**src/rtl/alu_issue_if.sv**
```systemverilog
// Bundles the command, ALU drive and response signals of alu_issue.
// master: the side issuing commands, hosting the ALU and taking responses.
// slave:  the issue block itself.
interface alu_issue_if #(
  parameter int DATA_WIDTH = 8
);
  logic                  cmd_valid;
  logic                  cmd_ready;
  logic [2:0]            cmd_op;
  logic [DATA_WIDTH-1:0] cmd_a;
  logic [DATA_WIDTH-1:0] cmd_b;
  logic                  cmd_dir;
  logic                  cmd_bypass_a;
  logic                  cmd_bypass_b;

  logic [2:0]            alu_op;
  logic [DATA_WIDTH-1:0] alu_a;
  logic [DATA_WIDTH-1:0] alu_b;
  logic                  alu_dir;
  logic                  alu_bypass_a;
  logic                  alu_bypass_b;
  logic [DATA_WIDTH-1:0] alu_result;

  logic                  rsp_valid;
  logic                  rsp_ready;
  logic [DATA_WIDTH-1:0] rsp_data;
  logic [7:0]            rsp_seq;

  modport master (
    output cmd_valid, cmd_op, cmd_a, cmd_b, cmd_dir, cmd_bypass_a, cmd_bypass_b,
    input  cmd_ready,
    input  alu_op, alu_a, alu_b, alu_dir, alu_bypass_a, alu_bypass_b,
    output alu_result,
    input  rsp_valid, rsp_data, rsp_seq,
    output rsp_ready
  );

  modport slave (
    input  cmd_valid, cmd_op, cmd_a, cmd_b, cmd_dir, cmd_bypass_a, cmd_bypass_b,
    output cmd_ready,
    output alu_op, alu_a, alu_b, alu_dir, alu_bypass_a, alu_bypass_b,
    input  alu_result,
    output rsp_valid, rsp_data, rsp_seq,
    input  rsp_ready
  );
endinterface

```
**src/rtl/alu_issue.sv**
```systemverilog
// alu_issue: queues ALU commands in a small FIFO, issues one at a time to an
// external combinational ALU through registered drives, captures the result
// one cycle later and returns it with an 8-bit sequence number.
// Optional feature: define ALU_ISSUE_STATS_EN to add the saturating
// stat_issued / stat_stall counters and their output ports.
module alu_issue #(
  parameter int DATA_WIDTH = 8,
  parameter int DEPTH      = 4
) (
  input  logic        clk,
  input  logic        rst_n,
  alu_issue_if.slave  bus
`ifdef ALU_ISSUE_STATS_EN
  ,
  output logic [15:0] stat_issued,
  output logic [15:0] stat_stall
`endif
);

  localparam int PTR_W = $clog2(DEPTH);
  localparam int CNT_W = $clog2(DEPTH + 1);

  typedef struct packed {
    logic [2:0]            op;
    logic [DATA_WIDTH-1:0] a;
    logic [DATA_WIDTH-1:0] b;
    logic                  dir;
    logic                  bypass_a;
    logic                  bypass_b;
  } cmd_t;

  typedef enum logic [1:0] {IDLE, DRIVE, RESP} state_e;

  state_e                state_q, state_d;
  cmd_t                  fifo_q [DEPTH];
  cmd_t                  cmd_in;
  cmd_t                  alu_q;
  logic [PTR_W-1:0]      wr_ptr_q, rd_ptr_q;
  logic [CNT_W-1:0]      count_q, count_d;
  logic                  full, empty, push, pop, capture, release_rsp;
  logic                  rsp_valid_q;
  logic [DATA_WIDTH-1:0] rsp_data_q;
  logic [7:0]            rsp_seq_q;

  assign cmd_in = {bus.cmd_op, bus.cmd_a, bus.cmd_b, bus.cmd_dir,
                   bus.cmd_bypass_a, bus.cmd_bypass_b};

  assign full          = (count_q == CNT_W'(DEPTH));
  assign empty         = (count_q == '0);
  assign bus.cmd_ready = !full && rst_n;
  assign push          = bus.cmd_valid && bus.cmd_ready;

  // Issue sequencing: pop into the ALU drives, wait one cycle, hold the result.
  always_comb begin
    state_d     = state_q;
    pop         = 1'b0;
    capture     = 1'b0;
    release_rsp = 1'b0;
    unique case (state_q)
      IDLE: begin
        if (!empty) begin
          pop     = 1'b1;
          state_d = DRIVE;
        end
      end
      DRIVE: begin
        capture = 1'b1;
        state_d = RESP;
      end
      RESP: begin
        if (bus.rsp_ready) begin
          release_rsp = 1'b1;
          if (!empty) begin
            pop     = 1'b1;
            state_d = DRIVE;
          end else begin
            state_d = IDLE;
          end
        end
      end
      default: state_d = IDLE;
    endcase
  end

  // Occupancy: simultaneous push and pop leave the count unchanged.
  always_comb begin
    count_d = count_q;
    if (push && !pop) begin
      count_d = count_q + CNT_W'(1);
    end else if (pop && !push) begin
      count_d = count_q - CNT_W'(1);
    end
  end

  // Command storage; push is already blocked while reset is low.
  always_ff @(posedge clk) begin
    if (push) begin
      fifo_q[wr_ptr_q] <= cmd_in;
    end
  end

  // State, occupancy and pointers; pointers wrap naturally at DEPTH.
  always_ff @(posedge clk) begin
    if (!rst_n) begin
      state_q  <= IDLE;
      count_q  <= '0;
      wr_ptr_q <= '0;
      rd_ptr_q <= '0;
    end else begin
      state_q <= state_d;
      count_q <= count_d;
      if (push) begin
        wr_ptr_q <= wr_ptr_q + PTR_W'(1);
      end
      if (pop) begin
        rd_ptr_q <= rd_ptr_q + PTR_W'(1);
      end
    end
  end

  // ALU drive registers and the response holding registers.
  always_ff @(posedge clk) begin
    if (!rst_n) begin
      alu_q       <= '0;
      rsp_valid_q <= 1'b0;
      rsp_data_q  <= '0;
      rsp_seq_q   <= '0;
    end else begin
      if (pop) begin
        alu_q <= fifo_q[rd_ptr_q];
      end
      if (capture) begin
        rsp_data_q  <= bus.alu_result;
        rsp_valid_q <= 1'b1;
      end else if (release_rsp) begin
        rsp_valid_q <= 1'b0;
        rsp_seq_q   <= rsp_seq_q + 8'd1;
      end
    end
  end

  assign bus.alu_op       = alu_q.op;
  assign bus.alu_a        = alu_q.a;
  assign bus.alu_b        = alu_q.b;
  assign bus.alu_dir      = alu_q.dir;
  assign bus.alu_bypass_a = alu_q.bypass_a;
  assign bus.alu_bypass_b = alu_q.bypass_b;
  assign bus.rsp_valid    = rsp_valid_q;
  assign bus.rsp_data     = rsp_data_q;
  assign bus.rsp_seq      = rsp_seq_q;

`ifdef ALU_ISSUE_STATS_EN
  logic [15:0] stat_issued_q, stat_stall_q;

  // Saturating counters of issued commands and of stalled response cycles.
  always_ff @(posedge clk) begin
    if (!rst_n) begin
      stat_issued_q <= '0;
      stat_stall_q  <= '0;
    end else begin
      if (pop && (stat_issued_q != 16'hFFFF)) begin
        stat_issued_q <= stat_issued_q + 16'd1;
      end
      if (rsp_valid_q && !bus.rsp_ready && (stat_stall_q != 16'hFFFF)) begin
        stat_stall_q <= stat_stall_q + 16'd1;
      end
    end
  end

  assign stat_issued = stat_issued_q;
  assign stat_stall  = stat_stall_q;
`endif

endmodule

```
**src/flat_wrapper.sv**
```systemverilog
// flat-port wrapper written by rule: the top's interface ports become plain ports
module alu_issue_flat 
#(
  parameter int DATA_WIDTH = 8,
  parameter int DEPTH      = 4
)
  (clk, rst_n, bus_cmd_valid, bus_cmd_op, bus_cmd_a, bus_cmd_b, bus_cmd_dir, bus_cmd_bypass_a, bus_cmd_bypass_b, bus_cmd_ready, bus_alu_op, bus_alu_a, bus_alu_b, bus_alu_dir, bus_alu_bypass_a, bus_alu_bypass_b, bus_alu_result, bus_rsp_valid, bus_rsp_data, bus_rsp_seq, bus_rsp_ready);
  alu_issue_if #(.DATA_WIDTH(DATA_WIDTH)) bus_i ();
  input  logic clk;
  input  logic rst_n;
  input wire logic [$bits(bus_i.cmd_valid)-1:0] bus_cmd_valid;
  input wire logic [$bits(bus_i.cmd_op)-1:0] bus_cmd_op;
  input wire logic [$bits(bus_i.cmd_a)-1:0] bus_cmd_a;
  input wire logic [$bits(bus_i.cmd_b)-1:0] bus_cmd_b;
  input wire logic [$bits(bus_i.cmd_dir)-1:0] bus_cmd_dir;
  input wire logic [$bits(bus_i.cmd_bypass_a)-1:0] bus_cmd_bypass_a;
  input wire logic [$bits(bus_i.cmd_bypass_b)-1:0] bus_cmd_bypass_b;
  output wire logic [$bits(bus_i.cmd_ready)-1:0] bus_cmd_ready;
  output wire logic [$bits(bus_i.alu_op)-1:0] bus_alu_op;
  output wire logic [$bits(bus_i.alu_a)-1:0] bus_alu_a;
  output wire logic [$bits(bus_i.alu_b)-1:0] bus_alu_b;
  output wire logic [$bits(bus_i.alu_dir)-1:0] bus_alu_dir;
  output wire logic [$bits(bus_i.alu_bypass_a)-1:0] bus_alu_bypass_a;
  output wire logic [$bits(bus_i.alu_bypass_b)-1:0] bus_alu_bypass_b;
  input wire logic [$bits(bus_i.alu_result)-1:0] bus_alu_result;
  output wire logic [$bits(bus_i.rsp_valid)-1:0] bus_rsp_valid;
  output wire logic [$bits(bus_i.rsp_data)-1:0] bus_rsp_data;
  output wire logic [$bits(bus_i.rsp_seq)-1:0] bus_rsp_seq;
  input wire logic [$bits(bus_i.rsp_ready)-1:0] bus_rsp_ready;
  assign bus_i.cmd_valid = bus_cmd_valid;
  assign bus_i.cmd_op = bus_cmd_op;
  assign bus_i.cmd_a = bus_cmd_a;
  assign bus_i.cmd_b = bus_cmd_b;
  assign bus_i.cmd_dir = bus_cmd_dir;
  assign bus_i.cmd_bypass_a = bus_cmd_bypass_a;
  assign bus_i.cmd_bypass_b = bus_cmd_bypass_b;
  assign bus_cmd_ready = bus_i.cmd_ready;
  assign bus_alu_op = bus_i.alu_op;
  assign bus_alu_a = bus_i.alu_a;
  assign bus_alu_b = bus_i.alu_b;
  assign bus_alu_dir = bus_i.alu_dir;
  assign bus_alu_bypass_a = bus_i.alu_bypass_a;
  assign bus_alu_bypass_b = bus_i.alu_bypass_b;
  assign bus_i.alu_result = bus_alu_result;
  assign bus_rsp_valid = bus_i.rsp_valid;
  assign bus_rsp_data = bus_i.rsp_data;
  assign bus_rsp_seq = bus_i.rsp_seq;
  assign bus_i.rsp_ready = bus_rsp_ready;
  alu_issue #(.DATA_WIDTH(DATA_WIDTH), .DEPTH(DEPTH)) u_core (.clk(clk), .rst_n(rst_n), .bus(bus_i));
endmodule
```
**config.mk**
```make
export PLATFORM = sky130hd
export DESIGN_NAME = alu_issue_flat
export DESIGN_NICKNAME = d
export VERILOG_FILES = /design/src/rtl/alu_issue_if.sv /design/src/rtl/alu_issue.sv /design/src/flat_wrapper.sv
export SDC_FILE = /design/constraint.sdc
export NUM_CORES = 1
export LEC_CHECK = 0
export ABC_AREA = 1
export CORE_MARGIN = 2
export CORE_UTILIZATION = 33
export DETAILED_ROUTE_END_ITERATION = 16
export HOLD_SLACK_MARGIN = 0.03
export PLACE_DENSITY_LB_ADDON = 0.3
export SLEW_MARGIN = 30
export SYNTH_ARGS = -nofsm -noshare
export SYNTH_HDL_FRONTEND = slang
export SYNTH_SLANG_ARGS = --single-unit
```
**constraint.sdc**
```tcl
create_clock -name clk -period 2.35 [get_ports clk]
set_input_delay 0.235 -clock clk [delete_from_list [all_inputs] [get_ports clk]]
set_output_delay 0.235 -clock clk [all_outputs]
set_load 0.05 [all_outputs]
```
==> run metrics, run 1 <==
status finished clean; htree depth 4; most frequent cells in the layout nor2_1 (159), edfxtp_1 (88), clkdlybuf4s50_1 (72); Ys Warns 0; setup bufs post-CTS 0; Worst R2R Setup Slack around 0.42 ns; Setup TNS Final 0 ns; Pwr Density 1270 nW/µm²; antenna cells 0; GPL Wtd Cong 0.752; placed cells 790; total CTS buffers 17; Tcrit/Tclk final 82.3%; M1 WL approximately 5.3 mm; fill count 1,484; DRT Wirelength 11.3 mm; CP max stage cell dfxtp_1; Final Max Slew Viols 0; Hold Path Cell Cnt 2; wire length on met2 5.32 mm; Final min period ~1.9 ns; critical path class flip-flop to flip-flop; DR vias 3,714; synthesis-stage register bit count 136; worst skew pair latency 0.40 ns; die area 17,300 µm²; worst r2r src u_core.count_q[0]$_SDFFE_PN0P_; Top Metal Used met4; final std cells w/o fill 822; CP Cell Sequence inv_1 > nand3_1 > nand3_1 > inv_1 > ha_1 > inv_1 > fa_1 > nand2_1 > nand3_1 > o21ai_0 > a21oi_1; maximum clock insertion buffer count 2; endpoints failing hold 0; CP endpoint kind flip-flop; post_cts resized 0; CP Launch Type flip-flop; worst setup path endpoint u_core.count_q[2]$_SDFFE_PN0P_; Syn Std Cell Area roughly 5400 µm²; RSZ-0062 raised after global routing no; Area contributors post-synth edfxtp_1 (49%), dfxtp_1 (18%), nor2_1 (11%); fmax 517 MHz; share of cells above drive strength 1 9.74%; Synth Net Count 553; DR WL/cell 13.7 µm; synthesized area per cell 10.5 µm²; worst flop-to-flop path endpoint u_core.count_q[2]$_SDFFE_PN0P_; largest net degree at the start of global routing between 40 and 50; TritonRoute pass-1 iters 5; initial DRC count 196; R2R depth 11; # port buffers 73; initial antenna violation count 0; post-synth top area share 49.4%; MaxCap Viol Count 0; core area about 16,000 µm²; clock-pin slew on the worst setup and hold paths 0.06 ns; Top Ports 74; Critical path origin u_core.count_q[0]$_SDFFE_PN0P_; most common cell after layout, fill and taps aside nor2_1; first-pass GRT wire length 18.6 mm; Worst Skew 0.0110 ns; via-per-instance ratio 4.52; measured slew at the worst slew-check pin 0.678 ns; Die Wd 131 µm; CP arrival 2.22 ns; initial core utilization 33.7%; root buffer cell clkbuf_16; vias in the first global route 3,592; hold_buf cts 0; crit-path max FO 4; TritonCTS clock tree done; nets@finish 634; sequential fraction of the synthesis area 67.3%; GRT Total Usage 13.6%; static leakage 0.00259 µW; DRC 0; Die Height 131 µm; dpl hpwl about 7.1 mm; Slew headroom a little over half; VDD IR-drop max 564 µV; area leader, netlist edfxtp_1; Required @ worst endpoint 2.64 ns; final setup vio count 0; post-synthesis cell count 512; clock sink count between 100 and 150; max incr delay on CP 0.39 ns; Worst Hold Class flip-flop to flip-flop; synth unique cells 27; remaining global-route overflow 0; antenna viol nets, final 0; area delta synth->final 29.2%; FP Rows 46; metal3 WL 623 µm
==> sequential cells by signal, indices dropped and copies added, names as in the netlist, 2 cells and up <==
| signal | count |
|---|---|
| u_core.bus.alu_a | 8 |
| u_core.bus.alu_b | 8 |
| u_core.bus.alu_op | 3 |
| u_core.bus.rsp_data | 8 |
| u_core.bus.rsp_seq | 8 |
| u_core.count_q | 3 |
| u_core.fifo_q | 88 |
| u_core.rd_ptr_q | 2 |
| u_core.state_q | 2 |
| u_core.wr_ptr_q | 2 |
==> critical path: cells and delay by family, from the launching register on <==
family | cells | cell delay [ns]
compound gates | 2 | 0.25
fa+ha+maj | 2 | 0.55
buf+inv | 3 | 0.29
flops | 1 | 0.39
simple gates | 4 | 0.35
==> layout make-up <==
| type | count | area (µm²) | share of cell area [%] |
|---|---|---|---|
| clock inverters | 15 | 190 | 2.75 |
| clock buffers | 17 | 425 | 6.15 |
| repair buffers | 84 | 823 | 11.9 |
| flip-flops and latches | 136 | 3600 | 52.1 |
| inverters | 29 | 109 | 1.57 |
| multi-input cells | 325 | 1490 | 21.6 |
| well taps | 216 | 270 | 3.91 |
==> Yosys cell counts <==
master	number
a211oi_1	1
edfxtp_1	88
xor2_1	2
nand2_2	1
clkbuf_2	2
nor2_1	163
o21a_1	1
clkbuf_1	6
a21oi_1	11
inv_2	3
buf_6	8
dfxtp_1	48
ha_1	6
a21oi_2	1
fa_1	1
nand2_1	42
nand4_1	3
a31oi_1	1
o21ai_2	1
nand3_1	6
nor2_4	2
o21ai_0	67
inv_1	26
buf_2	5
nand3_2	3
o21ai_1	13
buf_4	1
==> logic make-up (layout without fill, tap and decap cells) <==
group	Yosys count	in the layout	synth area share [%]
AOI/OAI and AO/OA	96	96	9.24
adders and majority gates	7	7	1.78
and+or+nand+nor	220	220	16.4
DFF	136	136	67.3
buffers and inverters	51	145	4.93
xor gates and xnor gates	2	2	0.327
==> how the worst min path moves through the flow <==
stage	from	endpoint	slack, ns
floorplan	bus_cmd_bypass_b	u_core.fifo_q[0][0]$_DFFE_PP_	0.33
global placement	u_core.bus.rsp_valid$_SDFFE_PN0P_	u_core.bus.rsp_valid$_SDFFE_PN0P_	0.45
detailed placement	u_core.bus.rsp_valid$_SDFFE_PN0P_	u_core.bus.rsp_valid$_SDFFE_PN0P_	0.45
CTS	bus_cmd_a[0]	u_core.fifo_q[0][11]$_DFFE_PP_	0.45
global route	bus_cmd_a[0]	u_core.fifo_q[1][11]$_DFFE_PP_	0.46
finish	u_core.bus.rsp_valid$_SDFFE_PN0P_	u_core.bus.rsp_valid$_SDFFE_PN0P_	0.46
==> power breakdown <==
part | leakage, µW | switching [µW] | internal [µW] | total, µW
clock | 0.000301 | 1030 | 1700 | 2730
sequential | 0.00119 | 166 | 2870 | 3040
combinational | 0.00109 | 2090 | 937 | 3030
==> through the flow <==
step,setup slack (ns),instance area [µm²],hold slack (ns),power (µW),utilization (%)
4_1_cts,0.417,6920,0.451,8890,43.5
3_3_place_gp,0.261,6300,0.451,6090,39.7
6_report,0.415,6920,0.460,8790,43.5
5_1_grt,0.220,6920,0.464,9300,43.5
2_1_floorplan,0.284,5350,0.334,5350,-
3_5_place_dp,0.212,6300,0.453,6130,39.7
==> routing by layer <==
metal  GRT usage, %  vias up
li1               -     1873
met1           17.6     1737
met2           22.0      102
met3           3.55        2
met4           4.83        0
met5              0        -
(Power assumes the default switching activity.)
==> inputs of run 2 (changes only) <==
- clock period: 2.35 -> 1.58 ns (I/O delays scaled with it)
==> run 2 against run 1 <==
The flow now finishes with violations (negative setup slack). Largest power group is now combinational logic. Sequential cell count unchanged. First-iteration DRC count is 21% higher. Utilization rose by 1.3 points. Largest cell class unchanged.
==> run metrics, run 2 (synthesis gave the netlist of run 1 again) <==
Largest register FFs 88 (unchanged); MaxCap Viol Count 0 (unchanged); TritonRoute pass-1 iters 4 (-1); Hold Path Cell Cnt 3 (+1); failing checks negative setup slack; switch share 37.3% (-0.038 points); Worst Hold Launch bus_alu_result[1]; antenna cells 0 (unchanged); setup slack after layout -0.00765 ns (-0.423 ns); largest net degree at the start of global routing 47 (unchanged); DRT Wirelength 12.0 mm (+6.7%); CP endpoint kind flip-flop; RSZ-0062 raised after global routing yes; nets@finish 651 (+2.7%); endpoints failing hold 0 (unchanged); worst flop-to-flop path endpoint u_core.count_q[2]$_SDFFE_PN0P_; Clk pwr share 29.5% (-1.6 points); FP Rows 46 (unchanged); Worst R2R Setup Slack -0.008 ns (-0.42 ns); Slew headroom 67.4% (+13 points); worst r2r src u_core.count_q[1]$_SDFFE_PN0P_; root buffer cell clkbuf_16; GRT Total Usage 14.7% (+1.2 points); clock-pin slew on the worst setup and hold paths 0.06 ns (about the same); worst skew pair latency 0.41 ns (about the same); TritonCTS clock tree done; R2R depth 12 (+1); initial core utilization 33.7% (unchanged); # port buffers 73 (unchanged); antenna viol nets, final 0 (unchanged); final total power 13,400 µW (+52%); CP Launch Type flip-flop; area delta synth->final 33.0%; Final Max Slew Viols 0 (unchanged); clock sink count 136 (unchanged); Top Ports 74 (unchanged); VDD IR-drop max 839 µV (+49%); share of cells above drive strength 1 20.7% (+11 points); CP arrival 1.92 ns (-0.30 ns); final std cells w/o fill 839 (+2.1%); Worst Hold Class primary input to flip-flop; Seq pwr share 34.0% (-0.5 points); core area 15,900 µm² (unchanged); Psw 5000 µW (+52%); via-per-instance ratio 4.52 (about the same); critical path class flip-flop to flip-flop; Required @ worst endpoint 1.92 ns (-0.72 ns); hold_buf cts 0 (unchanged); Die Height 131 µm (unchanged); DR vias 3,794 (+2.2%); measured slew at the worst slew-check pin 0.488 ns (-0.190 ns); final setup vio count 1 (+1); Worst Skew 0.00753 ns (-0.00349 ns); status finished with violations; die area 17,300 µm² (unchanged); fmax 630 MHz (+22%); Logic pwr share 36.5% (+2.1 points); vias in the first global route 3,925 (+9.3%); Most flops, register u_core.fifo_q; Pwr Density 1880 nW/µm² (+48%); GPL Wtd Cong 0.750 (-0.21%); fill count 1,497 (+0.88%); initial antenna violation count 0 (unchanged); WHS Endpoint u_core.bus.rsp_data[1]$_SDFFE_PN0P_; crit-path max FO 4 (unchanged); most common cell after layout, fill and taps aside nor2_1; total CTS buffers 17 (unchanged); htree depth 4 (unchanged); static leakage 0.00277 µW (+7.2%); P_int 8390 µW (+52%); remaining global-route overflow 0 (unchanged); Tcrit/Tclk final 100% (+18 points); dpl hpwl 7.60 mm (+7.3%); DR WL/cell 14.4 µm (+4.5%); first-pass GRT wire length 19.9 mm (+7.0%); placed cells 801 (+1.4%); DRC 0 (unchanged); Die Wd 131 µm (unchanged); initial DRC count 238 (+21%); maximum clock insertion buffer count 2 (unchanged); most frequent cells in the layout nor2_1 (159), edfxtp_1 (88), o21ai_0 (65); Final min period 1.59 ns (-0.347 ns)
[run 2: per-layer routing]
layer	share of wire [%]	vias up	GRT usage (%)
met2	49	63	24.8
met1	46	1810	18.1
met4	1.4	0	6.28
li1	-	1908	-
met3	3.3	13	3.74
met5	0	-	0
[run 2: power groups by stage]
stage	combinational (µW)	clock, µW	sequential [µW]
2_1_floorplan	2500	0	5560
3_3_place_gp	4740	0	4610
3_5_place_dp	4820	0	4620
4_1_cts	4920	4030	4550
5_1_grt	5410	4180	4610
6_report	4890	3960	4550
[run 2: worst max-delay path, cell delays in order (launching register included)]
cell and delay [ns]:
dfxtp_2 0.35, inv_4 0.05, nand3_4 0.07, nand3_4 0.08
inv_4 0.08, ha_4 0.14, inv_4 0.03, fa_2 0.34
inv_1 0.06, nand2_1 0.06, nand3_2 0.08, o21ai_2 0.06
a21oi_1 0.12
[run 2: cell type report]
| cell class | count | area (µm²) | area share, % |
|---|---|---|---|
| multi-input combinational | 325 | 1560 | 21.9 |
| sequential | 136 | 3610 | 50.7 |
| clock inverter | 15 | 176 | 2.48 |
| inverter | 29 | 116 | 1.63 |
| clock buffer | 17 | 425 | 5.98 |
| tap | 216 | 270 | 3.80 |
| timing repair buffer | 101 | 965 | 13.6 |
[run 2: through the flow]
stage	cell area, µm²	setup slack [ns]	utilization [%]	TNS (ns)	hold WS [ns]
final	7120	-0.00765	44.8	-0.00765	0.366
after detailed placement	6410	-0.334	40.3	-3.35	0.484
after global placement	6410	-0.289	40.3	-2.53	0.471
after global routing	7120	-0.0897	44.8	-0.157	0.389
after floorplan	5410	-0.0679	-	-3.96	0.257
after CTS	7090	-0.0153	44.6	-0.0153	0.352
[run 2: worst max-delay path by stage]
stage | start | end | slack, ns | depth (start not counted)
detailed placement | bus_rsp_ready | u_core.count_q[1]$_SDFFE_PN0P_ | -0.33 | 9
global route | u_core.count_q[0]$_SDFFE_PN0P_ | u_core.count_q[2]$_SDFFE_PN0P_ | -0.09 | 10
floorplan | u_core.count_q[0]$_SDFFE_PN0P_ | u_core.count_q[2]$_SDFFE_PN0P_ | -0.07 | 11
finish | u_core.count_q[1]$_SDFFE_PN0P_ | u_core.count_q[2]$_SDFFE_PN0P_ | -0.008 | 12
CTS | u_core.count_q[1]$_SDFFE_PN0P_ | u_core.count_q[2]$_SDFFE_PN0P_ | -0.02 | 11
global placement | bus_rsp_ready | u_core.count_q[1]$_SDFFE_PN0P_ | -0.29 | 9
[run 2: repair_timing]
| item | 4_1_cts | 5_1_grt |
|---|---|---|
| setup endpoints to repair | 3 | 2 |
| hold endpoints to repair | 0 | 0 |
| gates cloned | 1 | 0 |
| resized for setup | 8 | 4 |
| pin swaps | 2 | 1 |
| buffers inserted | 3 | 2 |
